`config.mk`:
```
export PLATFORM = sky130hd
export DESIGN_NAME = scarv_soc_memif_arb
export DESIGN_NICKNAME = d
export VERILOG_FILES = /design/src/rtl/scarv_soc_memif_arb.sv
export SDC_FILE = /design/constraint.sdc
export NUM_CORES = 1
export LEC_CHECK = 0
export ABC_AREA = 1
export CORE_AREA = 4 4 124 126
export DETAILED_ROUTE_END_ITERATION = 8
export DIE_AREA = 0 0 128 130
export SYNTH_ARGS = -nofsm -noshare
export SYNTH_HDL_FRONTEND = slang
export SYNTH_SLANG_ARGS = --single-unit
```
`constraint.sdc`:
```
create_clock -name f_clk -period 4.7 [get_ports f_clk]
set_input_delay 0.47 -clock f_clk [delete_from_list [all_inputs] [get_ports f_clk]]
set_output_delay 0.47 -clock f_clk [all_outputs]
set_load 0.01 [all_outputs]
```
`src/rtl/scarv_soc_memif_arb.sv`:
```
// -----------------------------------------------------------------------------
// scarv_soc_memif_arb
//
// Two-requester arbiter in front of the single external memory/peripheral
// target. Requester 0 is the CPU core complex, requester 1 a second master
// (debug or DMA). One transaction is outstanding at a time; ownership is
// decided round-robin in IDLE, the request is forwarded from a register-driven
// state (no combinational req path), and the response path is combinational
// so it adds no latency. A response watchdog returns an error to the owner
// if the target stalls, then silently drains the late response.
//
// Parameters:
//   TIMEOUT  cycles allowed from request acceptance to response (0 = off)
//   CW       watchdog counter width, 2^CW > TIMEOUT
//
// Ports:
//   f_clk, g_resetn                  clock, asynchronous active-low reset
//   mN_req/wen/strb/addr/wdata       requester N request side (inputs)
//   mN_gnt                           requester N request accepted
//   mN_recv/error/rdata              requester N response side (outputs)
//   mN_ack                           requester N accepts the response
//   s_req/wen/strb/addr/wdata        request to the target
//   s_gnt                            target accepts the request
//   s_recv/error/rdata               target response
//   s_ack                            arbiter accepts the target response
//   timeout_seen                     sticky: a watchdog expiry has occurred
// -----------------------------------------------------------------------------
module scarv_soc_memif_arb #(
    parameter int TIMEOUT = 1024,
    parameter int CW      = 11
) (
    input  logic        f_clk,
    input  logic        g_resetn,

    input  logic        m0_req,
    input  logic        m0_wen,
    input  logic [3:0]  m0_strb,
    input  logic [31:0] m0_addr,
    input  logic [31:0] m0_wdata,
    output logic        m0_gnt,
    output logic        m0_recv,
    input  logic        m0_ack,
    output logic        m0_error,
    output logic [31:0] m0_rdata,

    input  logic        m1_req,
    input  logic        m1_wen,
    input  logic [3:0]  m1_strb,
    input  logic [31:0] m1_addr,
    input  logic [31:0] m1_wdata,
    output logic        m1_gnt,
    output logic        m1_recv,
    input  logic        m1_ack,
    output logic        m1_error,
    output logic [31:0] m1_rdata,

    output logic        s_req,
    output logic        s_wen,
    output logic [3:0]  s_strb,
    output logic [31:0] s_addr,
    output logic [31:0] s_wdata,
    input  logic        s_gnt,
    input  logic        s_recv,
    input  logic        s_error,
    input  logic [31:0] s_rdata,
    output logic        s_ack,

    output logic        timeout_seen
);

    localparam logic [2:0] ST_IDLE  = 3'd0;
    localparam logic [2:0] ST_REQ   = 3'd1;
    localparam logic [2:0] ST_RSP   = 3'd2;
    localparam logic [2:0] ST_ERR   = 3'd3;
    localparam logic [2:0] ST_DRAIN = 3'd4;

    localparam logic [CW-1:0] LP_TMO = CW'(TIMEOUT);

    logic [2:0]    r_state;
    logic          r_owner;
    logic          r_last;
    logic [CW-1:0] r_cnt;
    logic          r_tseen;

    logic [2:0]    w_state_nxt;
    logic          w_owner_nxt;
    logic          w_last_nxt;
    logic [CW-1:0] w_cnt_nxt;
    logic          w_tseen_nxt;

    logic          w_pick;
    logic          w_own_ack;
    logic          w_in_req;
    logic          w_in_rsp;
    logic          w_in_err;
    logic          w_in_drain;

    assign w_in_req   = (r_state == ST_REQ);
    assign w_in_rsp   = (r_state == ST_RSP);
    assign w_in_err   = (r_state == ST_ERR);
    assign w_in_drain = (r_state == ST_DRAIN);

    // On contention the requester that did not win last time gets the bus;
    // with a single requester that requester wins outright.
    assign w_pick    = (m0_req && m1_req) ? ~r_last : m1_req;
    assign w_own_ack = r_owner ? m1_ack : m0_ack;

    always_comb begin
        w_state_nxt = r_state;
        w_owner_nxt = r_owner;
        w_last_nxt  = r_last;
        w_cnt_nxt   = r_cnt;
        w_tseen_nxt = r_tseen;
        case (r_state)
            ST_IDLE: begin
                if (m0_req || m1_req) begin
                    w_owner_nxt = w_pick;
                    w_last_nxt  = w_pick;
                    w_state_nxt = ST_REQ;
                end
            end
            ST_REQ: begin
                if (s_gnt) begin
                    w_cnt_nxt   = '0;
                    w_state_nxt = ST_RSP;
                end
            end
            ST_RSP: begin
                if (s_recv) begin
                    // A pending response always beats the watchdog; the
                    // counter is frozen while the owner backpressures it.
                    if (w_own_ack) begin
                        w_state_nxt = ST_IDLE;
                    end
                end else if (TIMEOUT != 0) begin
                    w_cnt_nxt = r_cnt + CW'(1);
                    if (r_cnt + CW'(1) == LP_TMO) begin
                        w_tseen_nxt = 1'b1;
                        w_state_nxt = ST_ERR;
                    end
                end
            end
            ST_ERR: begin
                // Expiry only happens in a cycle without s_recv, so the
                // target's response is still owed and must be drained.
                if (w_own_ack) begin
                    w_state_nxt = ST_DRAIN;
                end
            end
            ST_DRAIN: begin
                if (s_recv) begin
                    w_state_nxt = ST_IDLE;
                end
            end
            default: begin
                w_state_nxt = ST_IDLE;
            end
        endcase
    end

    always_ff @(posedge f_clk or negedge g_resetn) begin
        if (!g_resetn) begin
            r_state <= ST_IDLE;
            r_owner <= 1'b0;
            r_last  <= 1'b1;
            r_cnt   <= '0;
            r_tseen <= 1'b0;
        end else begin
            r_state <= w_state_nxt;
            r_owner <= w_owner_nxt;
            r_last  <= w_last_nxt;
            r_cnt   <= w_cnt_nxt;
            r_tseen <= w_tseen_nxt;
        end
    end

    // Target request side: driven only from REQ, muxed from the owner.
    assign s_req   = w_in_req;
    assign s_wen   = w_in_req & (r_owner ? m1_wen : m0_wen);
    assign s_strb  = w_in_req ? (r_owner ? m1_strb  : m0_strb)  : 4'h0;
    assign s_addr  = w_in_req ? (r_owner ? m1_addr  : m0_addr)  : 32'h0;
    assign s_wdata = w_in_req ? (r_owner ? m1_wdata : m0_wdata) : 32'h0;

    assign m0_gnt  = w_in_req & ~r_owner & s_gnt;
    assign m1_gnt  = w_in_req &  r_owner & s_gnt;

    // Response side: pass-through in RSP, synthesized error in ERR.
    assign m0_recv  = ~r_owner & ((w_in_rsp & s_recv) | w_in_err);
    assign m1_recv  =  r_owner & ((w_in_rsp & s_recv) | w_in_err);
    assign m0_error = ~r_owner & ((w_in_rsp & s_recv & s_error) | w_in_err);
    assign m1_error =  r_owner & ((w_in_rsp & s_recv & s_error) | w_in_err);
    assign m0_rdata = (~r_owner & w_in_rsp & s_recv) ? s_rdata : 32'h0;
    assign m1_rdata = ( r_owner & w_in_rsp & s_recv) ? s_rdata : 32'h0;

    assign s_ack        = (w_in_rsp & w_own_ack) | w_in_drain;
    assign timeout_seen = r_tseen;

endmodule

```
* After elaboration in Yosys (flattened, before gate mapping) *
Index checks and enable logic that the tools add are counted.

cells by class
  add/subtract/negate cells = 1
  multipliers = 0
  divide/modulo/power cells = 0
  order comparisons = 0
  equal/unequal tests = 12
  shift operators = 0
  muxes and demuxes = 22
  bitwise logic cells = 22
  reductions and logical operators = 8

operators by type and width
  operator                                               count
  two-way mux 32 bit                                     6
  two-way mux 11 bit                                     2
  one-hot mux 11 bit (2 select lines)                    1
  two-way mux 3 bit                                      7
  bitwise AND 1 bit                                      16
  one-hot mux 3 bit (5 select lines)                     1
  adder 11 x 1 -> 11 bit, second input constant          1
  == test 11 bit, second input constant                  1
  inequality test 2 bit, second input constant           5
  two-way mux 4 bit                                      2
  == test 3 x 2 -> 1 bit, second input constant          2
  AND reduction 3 bit                                    2
  AND reduction 6 bit                                    1
  == test 3 x 1 -> 1 bit, second input constant          1
  == test 3 bit, second input constant                   1
  zero test 3 bit                                        1
  two-way mux 1 bit                                      3
  inequality test 3 x 2 -> 1 bit, second input constant  1
  inequality test 3 bit, second input constant           1
  NOT 1 bit                                              3
  bitwise OR 1 bit                                       3
  AND reduction 2 bit                                    1
  nonzero test 2 bit                                     1
  logical AND 1 bit                                      1
  logical OR 1 bit                                       1

word-level totals
  flip-flop bits (word level) = 17
  latch bits = 0
  bits in writable memories = 0
  bits in read-only memories = 0
  input bits = 179
  output and inout port bits = 142
  logic and storage cells = 70
  memories kept = 0

* Logic depth before layout (Yosys ltp) *
Gate-level depths: netlist (run 1).

  depth after elaboration = 5
  gate-level depth with buffers = 13
  gate-level depth less buffers = 13

* Worst setup path before layout (run 1) *
OpenSTA, ideal clock, no wires.

  path kind = register -> output
  from = register r_state[2]
  to = output m1_rdata[10]
  arrival = 1.282 ns
  data required time = 4.230 ns
  path slack = 2.948 ns
  cell stages (with the launch flop) = 7
  path buffers = 1
  cells stage by stage = dfrtp_1 nor3_1 nand2_1 inv_1 nand2_1 buf_2 nor2_1

on the way
  word-level cells in the longest chain between the ends = 4

RTL lines
  item                            RTL line  source
  from (decl)                     79        logic [2:0] r_state;
  from (signal assigned)          169       r_state <= w_state_nxt;
  == test 3 x 2 -> 1 bit          99        assign w_in_rsp = (r_state == ST_RSP);
  bitwise AND 1 bit (2 in a row)  193       assign m1_rdata = ( r_owner & w_in_rsp & s_recv) ? s_rdata : 32'h0;
  two-way mux 32 bit              193
  to (decl)                       55        output logic [31:0] m1_rdata,

No other way between the ends.

* Worst setup path after layout (run 1) *
  from = register r_owner
  to = output m1_rdata[24]

on the way
  word-level cells in the longest chain between the ends = 3

RTL lines
  item                            RTL line  source
  from (decl)                     80        logic r_owner;
  from (signal assigned)          170       r_owner <= w_owner_nxt;
  bitwise AND 1 bit (2 in a row)  193
  two-way mux 32 bit              193

No other way between the ends.

==> impl_metrics.py, run 1 <==
metrics = {
    "timing": {
        "rsz0062_at_grt": "no",
        "finalSetupTns_ps": 0,
        "min_period_over_period_pct": 73.0,
        "worst_slew_pin_slew_ps": 1100,
        "slew_headroom_pct": 26.2,
        "whs_ps": 478,
        "finalSetupViolations": 0,
        "finalCriticalPeriod_ps": 3430,
        "worst_slack_ps": 1270,
        "hold_viol": 0,
        "fin_skew_ps": 2.18,
        "fmax_mhz": 292,
        "drv_slew": 0,
    },
    "clocking": {
        "cts.sink_count": 17,
        "insertion_delay_ps": 250,
        "clock_tree.root_cell": "clkbuf_16",
        "htree_num_levels": 1,
        "clock_path_buffers": 2,
        "clkTransAtPathRegs_ps": 50,
        "cts_hold_buffers": 0,
        "cts_tree": "yes",
        "cts-resized-gates": 0,
        "cts_made_buffers": 3,
        "cts_setup_buffers": 0,
    },
    "power": {
        "p_comb_share_pct": 81.7,
        "powerDensity_mw_per_mm2": 356,
        "ir_drop_v": 0.000240,
        "clockPowerShare_pct": 8.3,
        "seqPwrFrac_pct": 10.0,
        "p_int_uw": 1090,
        "p_leak_uw": 0.00250,
        "switchingPower_uw": 998,
        "p_sw_share_pct": 47.9,
    },
    "worst_setup_path": {
        "cp_cell_sequence": "buf_4, nand2_1, nor2_1, clkdlybuf4s50_1",
        "regToRegEndpoint": "r_cnt[8]",
        "arrival_ps": 2960,
        "cp-start-kind": "flop",
        "end_kind": "primary output",
        "ff2ff_setup_slack_ps": 2580,
        "cpPeakStageDelay_ps": 830,
        "cp_slowest_cell": "nand2_1",
        "endpoint": "m1_rdata[24]",
        "r2r_start": "r_state[1]",
        "worst-path-max-fanout": 75,
        "crit_required_ps": 4230,
        "critical_path.startpoint": "r_owner",
        "rr_worst_depth": 5,
        "path_class": "flop to primary output",
    },
    "synthesis": {
        "synthDistinctLibCells": 28,
        "synth_nets": 670,
        "yosys.area.top_type_share_pct": 28.6,
        "syn_avg_cell_area_um2": 4.98,
        "synth.area.top_cells": "nand2_1, dfrtp_1, a21oi_1, nor2_1, inv_1",
        "synth_top_cell_by_area": "nand2_1",
        "synth_warnings": 0,
        "synth.cell_area_mm2": 0.00244,
        "postSynthCellCount": 490,
        "synth-seq-cells": 17,
        "synth.yosys.seq_area_share_pct": 17.5,
    },
    "routing": {
        "highest_layer": "met4",
        "drc": 0,
        "wirelength_met1_um": 5910,
        "wl_um": 14700,
        "wl_per_cell_um": 15.1,
        "drt-vias-per-instance": 4.08,
        "ant_nets": 0,
        "wl_met3_um": 1490,
        "vias": 3968,
        "firstDrtPassIters": 4,
        "drt_iter0_markers": 171,
        "wl_met2_um": 7200,
    },
    "placement": {
        "post-place-ws_ps": 1440,
        "dp_hpwl_um": 12000,
        "port_buffers": 320,
        "place.gp.congestion": 0.798,
    },
    "layout": {
        "final_util_pct": 41.0,
        "drive_gt1_share_pct": 3.05,
        "area_growth_syn_to_layout_pct": 140,
        "layout_commonest_cell": "clkdlybuf4s50_1",
        "final_cell_mix": "clkdlybuf4s50_1, nand2_1, nor2_1, a21oi_1, inv_1",
        "fillers": 1515,
        "n_antenna_cell": 0,
        "nNetsFinal": 969,
    },
    "floorplan": {
        "die_y_um": 130,
        "die_w_um": 128,
        "core_mm2": 0.0143,
        "io_pins": 321,
        "rows": 44,
        "start_util_pct": 17.0,
        "dieArea_mm2": 0.0166,
    },
    "worst_hold_path": {
        "worst_hold_path_type": "flop to flop",
    },
    "grt": {
        "grt_remaining_overflow": 0,
        "grt_max_degree": 76,
        "grt_use_total_pct": 15.5,
        "grt_pass1_wl_um": 20800,
        "grt_pass1_vias": 3621,
        "antenna_found_initial": 0,
    },
    "run_status": {
        "status": "finished, final reports clean",
    },
    "flow_run": {
        "max-cap-violations": 0,
    },
}
==> area by class of cell <==
cell class	instances	area, um^2	area share [%]
Clock buffer	4	78.8	1.34
Inverter	58	218	3.71
Multi-Input combinational cell	385	1680	28.6
Sequential cell	17	428	7.30
Tap cell	184	230	3.92
Timing Repair Buffer	324	3230	55.1
==> logic make-up (layout without fill, tap and decap cells) <==
logic type      after synthesis  in the layout  share of synthesized area (%)
buf+inv                      88            386                           13.9
flops                        17             17                           17.5
mux                           1              1                          0.410
compound gates               89             89                           19.4
simple gates                294            294                           48.2
fa+ha+maj                     1              1                          0.513
==> per-layer routing <==
layer / vias to the layer above / track usage (%)
li1: 2108 / -
met1: 1670 / 19.3
met2: 183 / 27.0
met3: 7 / 5.20
met4: 0 / 1.75
met5: - / 0
==> synth_stat cells <==
library cell	n
a211oi_2	1
a21oi_1	69
a22o_1	1
buf_1	7
buf_2	8
clkbuf_1	15
dfrtp_1	16
dfstp_2	1
ha_1	1
inv_1	56
inv_2	2
mux2i_1	1
nand2_1	186
nand2_2	5
nand3_1	15
nand3_2	1
nand3b_1	1
nand4_1	2
nor2_1	75
nor2_2	2
nor2_4	2
nor3_1	5
o21ai_0	8
o21ai_1	1
o21ai_2	1
o21bai_1	2
o22ai_1	5
o31ai_1	1
==> sequential cells by signal, summed over array words and instances (netlist names) <==
name	count
r_cnt	11
r_last	1
r_owner	1
r_state	3
timeout_seen	1
==> worst min path at each step <==
stage	depth (start not counted)	start	end
after floorplan	0	g_resetn	r_cnt[0]
after global placement	1	timeout_seen	timeout_seen
after detailed placement	1	timeout_seen	timeout_seen
after CTS	2	r_last	r_last
after global routing	2	r_last	r_last
final	1	timeout_seen	timeout_seen
==> through the flow <==
step	area, um^2	std cells	total power, uW
CTS	5870	972	2110
finish	5870	972	2090
global route	5870	972	2260
detailed placement	5790	968	1930
global placement	5790	968	1940
floorplan	2440	490	1020
==> critical path, delay by kind of cell, from the launching register on <==
family,cells,cell delay [ps]
and+or+nand+nor,2,1140
buffers and inverters,2,1190
DFF,1,360
==> power by group through the flow <==
stage,clock [uW],sequential [uW],combinational [uW]
final,173,209,1700
after CTS,179,208,1730
after global routing,185,213,1860
after global placement,0,210,1730
after detailed placement,0,210,1720
after floorplan,0,205,816
No activity file was read; power rests on OpenSTA's default activity.
==> run 2: changes to the inputs <==
--- a/config.mk
+++ b/config.mk
@@ -6,9 +6,9 @@
 export NUM_CORES = 1
 export LEC_CHECK = 0
 export ABC_AREA = 1
-export CORE_AREA = 4 4 124 126
+export CORE_AREA = 4 4 121 123
 export DETAILED_ROUTE_END_ITERATION = 8
-export DIE_AREA = 0 0 128 130
+export DIE_AREA = 0 0 125 127
 export SYNTH_ARGS = -nofsm -noshare
 export SYNTH_HDL_FRONTEND = slang
 export SYNTH_SLANG_ARGS = --single-unit
==> constraint.sdc (replaced) <==
create_clock -name f_clk -period 3.5 [get_ports f_clk]
set_input_delay 0.35 -clock f_clk [delete_from_list [all_inputs] [get_ports f_clk]]
set_output_delay 0.35 -clock f_clk [all_outputs]
set_load 0.01 [all_outputs]
==> run 2 against run 1 <==
Compared with the run above:
- wire length up 3.3%
- total power up 37%
- clock-buffer cell count down 1
- register-to-register slack worse by 1000 ps
- hold slack better by 3.6 ps
- non-clock buffer count up 3
- sequential share of layout area down 0.054 points
- clock skew up 1.7 ps
- critical path depth up 3
- via count up 2.6%
- critical endpoint is now m0_rdata[9]
==> impl_metrics.py, run 2 (synthesized netlist as in run 1, its figures left out) <==
metrics = {
    "clocking": {
        "cts-resized-gates": 0,
        "htree_num_levels": 1,
        "insertion_delay_ps": 250,
        "cts.sink_count": 17,
        "cts_setup_buffers": 0,
        "cts_hold_buffers": 0,
        "cts_made_buffers": 3,
        "clock_path_buffers": 2,
        "clkTransAtPathRegs_ps": 50,
        "cts_tree": "yes",
        "clock_tree.root_cell": "clkbuf_16",
    },
    "floorplan": {
        "io_pins": 321,
        "dieArea_mm2": 0.0159,
        "die_y_um": 127,
        "core_mm2": 0.0137,
        "start_util_pct": 17.9,
        "die_w_um": 125,
        "rows": 43,
    },
    "layout": {
        "layout_commonest_cell": "clkdlybuf4s50_1",
        "largestRegisters": "r_cnt: 11 flops, r_state: 3 flops",
        "largest_reg_flops": 11,
        "area_growth_syn_to_layout_pct": 142,
        "n_antenna_cell": 0,
        "regMostFlops": "r_cnt",
        "nNetsFinal": 972,
        "multi_input_area_mm2": 0.00168,
        "fillers": 1432,
        "regArea_um2": 428,
        "drive_gt1_share_pct": 3.54,
        "final_cell_area_mm2": 0.00591,
        "final_cell_mix": "clkdlybuf4s50_1, nand2_1, nor2_1, a21oi_1, inv_1",
    },
    "placement": {
        "dpl_cell_area_mm2": 0.00583,
        "place.gp.congestion": 0.901,
        "dp_hpwl_um": 12300,
        "post-place-ws_ps": 1050,
        "port_buffers": 320,
    },
    "routing": {
        "wl_um": 15200,
        "vias": 4070,
        "ant_nets": 0,
        "drt_iter0_markers": 259,
        "drc": 0,
        "firstDrtPassIters": 5,
        "drt-vias-per-instance": 4.19,
        "wl_per_cell_um": 15.7,
    },
    "power": {
        "p_leak_uw": 0.00252,
        "switchingPower_uw": 1370,
        "p_sw_share_pct": 47.9,
        "seqPwrFrac_pct": 9.9,
        "clockPowerShare_pct": 8.1,
        "p_comb_share_pct": 82.0,
        "p_int_uw": 1490,
        "ir_drop_v": 0.000415,
        "powerDensity_mw_per_mm2": 484,
    },
    "worst_setup_path": {
        "worst-path-max-fanout": 32,
        "endpoint": "m0_rdata[9]",
        "critical_path.startpoint": "r_state[0]",
        "regToRegEndpoint": "r_cnt[8]",
        "cp-start-kind": "flop",
        "ff2ff_setup_slack_ps": 1580,
        "r2r_start": "r_state[0]",
        "rr_worst_depth": 6,
        "path_class": "flop to primary output",
        "end_kind": "primary output",
        "crit_required_ps": 3150,
        "arrival_ps": 2280,
    },
    "timing": {
        "worst_slack_ps": 873,
        "rsz0062_at_grt": "no",
        "worst_slew_pin_slew_ps": 785,
        "fmax_mhz": 381,
        "finalCriticalPeriod_ps": 2630,
        "finalSetupViolations": 0,
        "slew_headroom_pct": 47.5,
        "hold_viol": 0,
        "drv_slew": 0,
        "finalSetupTns_ps": 0,
        "min_period_over_period_pct": 75.1,
        "fin_skew_ps": 3.92,
    },
    "grt": {
        "grt_remaining_overflow": 0,
        "grt_pass1_wl_um": 22600,
        "grt_max_degree": 76,
        "antenna_found_initial": 1,
        "grt_pass1_vias": 3938,
        "grt_use_total_pct": 17.6,
    },
    "worst_hold_path": {
        "worst_hold_path_type": "flop to flop",
        "min-delay-start": "timeout_seen",
        "hold_depth": 1,
    },
    "run_status": {
        "status": "finished, final reports clean",
    },
    "flow_run": {
        "max-cap-violations": 0,
    },
}
## run 2: changes by cell type in the layout (fill, tap and decap cells not counted), sizes merged
cell    delta
clkbuf     -1
buf        +3
clkinv     +1
## run 2: cell type report
| class | count | area share [%] |
|---|---|---|
| clock buffer | 3 | 1.27 |
| clock inverter | 1 | 0.0847 |
| inverter | 58 | 3.68 |
| multi-input combinational | 385 | 28.4 |
| sequential | 17 | 7.24 |
| tap | 180 | 3.81 |
| timing repair buffer | 327 | 55.5 |
## run 2: layer usage
metal	track usage, %	wire, um	vias to the layer above
li1	-	-	2115
met1	21.6	6230	1728
met2	30.7	7280	207
met3	5.60	1440	18
met4	3.00	238	2
met5	0	20	-
## run 2: worst max-delay path, cell delays in order (launching register included)
cell and delay (ps):
dfrtp_1 440, nor3_1 320, nand2_1 120, inv_1 120, nand2_1 60, buf_4 240
nor2_1 150, clkdlybuf4s50_1 570
## run 2: stage by stage
stage | total power, uW | cells | util (%) | hold WS (ps)
floorplan | 1370 | 490 | - | 54.4
global placement | 2660 | 967 | 42.7 | 470
detailed placement | 2640 | 967 | 42.7 | 467
CTS | 2890 | 971 | 43.2 | 483
global route | 3100 | 971 | 43.2 | 511
finish | 2860 | 971 | 43.2 | 482
## run 2: worst min-delay path by stage
| stage | slack, ps | to |
|---|---|---|
| global placement | 470 | timeout_seen |
| floorplan | 50 | r_cnt[0] |
| detailed placement | 470 | timeout_seen |
| CTS | 480 | timeout_seen |
| finish | 480 | timeout_seen |
| global route | 510 | r_last |
## run 2: power groups by stage
stage               combinational, uW  sequential, uW  clock, uW
floorplan                        1100             275          0
global placement                 2380             284          0
CTS                              2370             282        235
detailed placement               2350             286          0
finish                           2340             282        231
global route                     2570             287        247
